### config.mk
export PLATFORM = sky130hd
export DESIGN_NAME = bill_acceptor
export DESIGN_NICKNAME = d
export VERILOG_FILES = /design/src/rtl/bill_pkg.sv /design/src/rtl/sync2.sv /design/src/rtl/bill_acceptor.sv
export SDC_FILE = /design/constraint.sdc
export NUM_CORES = 1
export LEC_CHECK = 0
export ABC_AREA = 1
export CAP_MARGIN = 10
export CORE_ASPECT_RATIO = 0.7
export CORE_UTILIZATION = 35
export DETAILED_ROUTE_END_ITERATION = 10
export DONT_BUFFER_PORTS = 1
export PLACE_DENSITY_LB_ADDON = 0.08
export SETUP_SLACK_MARGIN = 0.05
export SLEW_MARGIN = 20
export SYNTH_ARGS = -nofsm -noshare
export SYNTH_HDL_FRONTEND = slang
export SYNTH_SLANG_ARGS = --single-unit
### constraint.sdc
create_clock -name clk -period 2.1 [get_ports clk]
set_input_delay 0.42 -clock clk [delete_from_list [all_inputs] [get_ports clk]]
set_output_delay 0.42 -clock clk [all_outputs]
set_load 0.02 [all_outputs]
### src/rtl/bill_pkg.sv
// Shared types and default thresholds for the bill acceptor.
package bill_pkg;

    // Acceptor control states
    typedef enum logic [2:0] {
        IDLE    = 3'd0,
        MEASURE = 3'd1,
        HOLD    = 3'd2,
        ISSUE   = 3'd3,
        REJECT  = 3'd4
    } state_t;

    // Denomination currently held in escrow
    typedef enum logic [1:0] {
        NONE   = 2'd0,
        TEN    = 2'd1,
        TWENTY = 2'd2
    } escrow_t;

    // Default pulse-length windows, in clock cycles
    localparam int DEF_CNT_W      = 8;
    localparam int DEF_TEN_MIN    = 20;
    localparam int DEF_TEN_MAX    = 40;
    localparam int DEF_TWENTY_MIN = 60;
    localparam int DEF_TWENTY_MAX = 80;

endpackage

### src/rtl/sync2.sv
// Two-flop synchronizer for the asynchronous slot sensor.
module sync2 (
    input  logic clk,
    input  logic clear,
    input  logic d,
    output logic q
);

    logic meta;

    // Two-stage resynchronization into the clk domain
    always_ff @(posedge clk) begin
        if (clear) begin
            meta <= 1'b0;
            q    <= 1'b0;
        end else begin
            meta <= d;
            q    <= meta;
        end
    end

endmodule

### src/rtl/bill_acceptor.sv
// Bill acceptor: measures the sensor pulse length, classifies the bill as
// $10 / $20 / reject, escrows it until the ticket machine opens its window,
// then emits a single one-cycle credit or reject pulse.
module bill_acceptor
    import bill_pkg::*;
#(
    parameter int CNT_W      = DEF_CNT_W,
    parameter int TEN_MIN    = DEF_TEN_MIN,
    parameter int TEN_MAX    = DEF_TEN_MAX,
    parameter int TWENTY_MIN = DEF_TWENTY_MIN,
    parameter int TWENTY_MAX = DEF_TWENTY_MAX
) (
    input  logic clk,
    input  logic clear,
    input  logic sense,
    input  logic ready,
    input  logic bill,
    output logic ten,
    output logic twenty,
    output logic reject,
    output logic busy
);

    // Windows must be ordered and the longest accepted length must stay
    // below the saturation value, so a saturated count always rejects.
    if (!(TEN_MIN <= TEN_MAX && TEN_MAX < TWENTY_MIN &&
          TWENTY_MIN <= TWENTY_MAX && TWENTY_MAX < (2 ** CNT_W) - 1)) begin : g_bad_params
        $error("bill_acceptor: threshold parameters out of order or too wide for CNT_W");
    end

    localparam logic [CNT_W-1:0] CNT_MAX   = '1;
    localparam logic [CNT_W-1:0] CNT_ONE   = CNT_W'(1);
    localparam logic [CNT_W-1:0] L_TEN_LO  = CNT_W'(TEN_MIN);
    localparam logic [CNT_W-1:0] L_TEN_HI  = CNT_W'(TEN_MAX);
    localparam logic [CNT_W-1:0] L_TWN_LO  = CNT_W'(TWENTY_MIN);
    localparam logic [CNT_W-1:0] L_TWN_HI  = CNT_W'(TWENTY_MAX);

    logic             s;
    state_t           state, state_nxt;
    escrow_t          escrow, escrow_nxt;
    logic [CNT_W-1:0] cnt, cnt_nxt;
    logic             armed, armed_nxt;
    logic             is_ten, is_twenty;

    sync2 u_sync (
        .clk   (clk),
        .clear (clear),
        .d     (sense),
        .q     (s)
    );

    // Length classification straight off the running count
    always_comb begin
        is_ten    = (cnt >= L_TEN_LO) && (cnt <= L_TEN_HI);
        is_twenty = (cnt >= L_TWN_LO) && (cnt <= L_TWN_HI);
    end

    // Next-state, counter, escrow and re-arm logic
    always_comb begin
        state_nxt  = state;
        cnt_nxt    = cnt;
        escrow_nxt = escrow;
        armed_nxt  = armed;
        case (state)
            IDLE: begin
                // A bill still in the slot after its pulse must clear the
                // sensor before another measurement may start.
                if (!s) begin
                    armed_nxt = 1'b1;
                end else if (armed) begin
                    state_nxt = MEASURE;
                    cnt_nxt   = CNT_ONE;
                end
            end
            MEASURE: begin
                if (s) begin
                    if (cnt != CNT_MAX) cnt_nxt = cnt + 1'b1;
                end else if (is_ten) begin
                    escrow_nxt = TEN;
                    state_nxt  = HOLD;
                end else if (is_twenty) begin
                    escrow_nxt = TWENTY;
                    state_nxt  = HOLD;
                end else begin
                    state_nxt  = REJECT;
                end
            end
            HOLD: begin
                if (ready || bill) state_nxt = ISSUE;
            end
            ISSUE: begin
                state_nxt  = IDLE;
                escrow_nxt = NONE;
                cnt_nxt    = '0;
                armed_nxt  = !s;
            end
            REJECT: begin
                state_nxt  = IDLE;
                cnt_nxt    = '0;
                armed_nxt  = !s;
            end
            default: begin
                state_nxt  = IDLE;
                escrow_nxt = NONE;
                cnt_nxt    = '0;
            end
        endcase
    end

    // Moore outputs, forced low while clear is asserted
    always_comb begin
        ten    = 1'b0;
        twenty = 1'b0;
        reject = 1'b0;
        busy   = 1'b0;
        if (!clear) begin
            ten    = (state == ISSUE) && (escrow == TEN);
            twenty = (state == ISSUE) && (escrow == TWENTY);
            reject = (state == REJECT);
            busy   = (state != IDLE);
        end
    end

    // State, counter, escrow and arm registers
    always_ff @(posedge clk) begin
        if (clear) begin
            state  <= IDLE;
            cnt    <= '0;
            escrow <= NONE;
            armed  <= 1'b1;
        end else begin
            state  <= state_nxt;
            cnt    <= cnt_nxt;
            escrow <= escrow_nxt;
            armed  <= armed_nxt;
        end
    end

endmodule

==> results.txt <==
worst endpoint data arrival time - 1.50 ns
Power Dens Cells - 1080 nW/um^2
Total Wirelength - 2500 um
clk_lat worst skew - 0.26 ns
Detailed Place HPWL - 1860 um
area post-placement - 1090 um^2
type of origin of the critical path - flop
most frequent cell on the critical path - inv_1
total CTS buffers - 3
setup TNS - 0 ns
Leak - 0.463 nW
relative slew slack - 74.1%
die area - 3200 um^2
Yosys top cell by area - dfxtp_1
final worst clock skew - 0.00733 ns
Peak VDD IR - 0.624 mV
Net Count, Synth - 176
CTS tree - yes
initial antenna violation count - 0
post-DR wirelength/cell - 12.0 um
Area contributors post-synth - dfxtp_1, nand2_1, inv_1, nor2_1, nand3_1
setup bufs post-CTS - 0
final worst-path cycle share - 91.5%
commonest non-fill, non-tap cell in the layout - nand2_1
Final ANT Viol Nets - 0
Synth Area per Inst - 6.15 um^2
Die Height - 47.6 um
Worst Path Max Fanout - 4
Starting Density - 37.1%
Synth top area share - 30.8%
slowest stage cell, crit path - dfxtp_2
core region area - 2800 um^2
# fillers - 313
Root Driver - clkbuf_8
Warnings, synthesis - 0
max cap viols - 0
Die Width - 67.1 um
layout cells sized above 1 - 9.25%
Cells after Synth - 169
area grow syn2layout - 10.7%
worst min-delay path category - primary input to flop
register area share after synthesis - 30.8%
All-Layer GR Usage - 17.4%
synth unique cells - 26
io pins - 9
final hold violation count - 0
Final setup viols - 0
Max clock buf depth - 2
largest net degree at the start of global routing - 21
RSZ-0062 raised after global routing - false
GPL Wtd Cong - 0.847
#FFs+latches synth - 16
H-tree lvl count - 1
Worst-Margin Slew - 0.387 ns
Final #Nets - 181
DR vias - 1047
clock transition at the registers of the reported paths - 0.07 ns
WP data required - 1.68 ns
GRT overflow - 0
Crit Path Class - flop to output pin
CP Capture Type - output pin
run status - finished clean
antenna cells - 0
fin crit period - 1.92 ns
Cell Chain, Critical Path - inv_1 -> nor3_1 -> inv_1 -> nor4_1 -> buf_4
Mapped Area - 1040 um^2
fmax - 520 MHz
cell area after layout - 1150 um^2
Rows - 16
IO Port Bufs - 0
vias in the first global route - 844
Detailed Routing Iterations Pass 1 - 4
drt drc - 0
commonest non-fill, non-tap cells in the layout - nand2_1, inv_1, nor2_1
crit-path max cell delay - 0.39 ns
via/cell ratio - 5.01
clock sinks - 16
Final Max Tran Viols - 0
first-pass GRT wire length - 3970 um
DR iter-0 viols - 58
power breakdown:
part	switching [mW]	internal, mW	leakage (nW)
clock network	0.121	0.167	0.0288
registers	0.0448	0.353	0.130
logic	0.388	0.164	0.304
total	0.554	0.684	0.463
path summary, 6_finish.rpt:
| check | from | end | slack (ns) | depth (start not counted) |
|---|---|---|---|---|
| setup / recovery | state[1]$_SDFFE_PP0P_ | twenty | 0.18 | 5 |
| hold / removal | clear | cnt[4]$_SDFFE_PP0P_ | 0.22 | 1 |
| setup reg to reg | cnt[0]$_SDFFE_PP0P_ | cnt[1]$_SDFFE_PP0P_ | 0.59 | 9 |
| hold reg to reg | u_sync.meta$_SDFF_PP0_ | u_sync.q$_SDFF_PP0_ | 0.41 | 2 |
area by class of cell:
cell class                 instances  area [um^2]  share of cell area [%]
clock buffer                       4         55.1                    4.78
inverter                          26         97.6                    8.48
multi-input combinational        124          609                    52.9
sequential                        16          322                    27.9
tap                               36         45.0                    3.91
timing repair buffer               3         22.5                    1.96
worst max-delay path: cells and delay by family (launching register included):
family        cells  cell delay, ns
buf+inv           3            0.39
simple gates      2            0.47
flops             1            0.39
Yosys cell counts, drive strengths merged:
cell     n
a21oi   13
buf      1
clkbuf   2
dfxtp   16
ha       2
inv     26
nand2   46
nand3   17
nand3b   1
nand4    4
nor2    25
nor3     5
nor3b    1
nor4     2
o21ai    5
o22ai    1
xnor2    1
xor2     1
stage by stage:
stage	total power, mW	hold WS [ns]	setup WS, ns	util (%)	std cells
2_1_floorplan	0.832	0.388	0.259	-	169
3_3_place_gp	0.946	0.394	0.495	39.1	205
3_5_place_dp	0.947	0.399	0.392	39.1	205
4_1_cts	1.23	0.221	0.106	41.0	209
5_1_grt	1.32	0.216	0.0955	41.1	209
6_report	1.24	0.222	0.178	41.1	209
registers in the layout, indices dropped and copies added (netlist names):
name         flops
armed            1
cnt              8
state            3
escrow           2
u_sync.meta      1
u_sync.q         1
layer usage:
layer  global-route usage [%]  part of all wire (%)
met5                        0                     0
met4                     2.55                     0
met3                     5.71                   7.9
met2                     22.2                    36
met1                     27.6                    56
cells by family after synthesis:
logic type | after synthesis | synth area share, %
AOI/OAI and AO/OA | 19 | 9.99
buffers and inverters | 29 | 10.6
DFF | 16 | 30.8
and+or+nand+nor | 101 | 44.5
xor gates and xnor gates | 2 | 1.69
adders and majority gates | 2 | 2.41
timing repair:
item	4_1_cts	5_1_grt
resized for setup	0	1
endpoints found under the setup margin	0	1
hold buffers	0	0
Note: power is estimated with default switching activity, not from simulation.
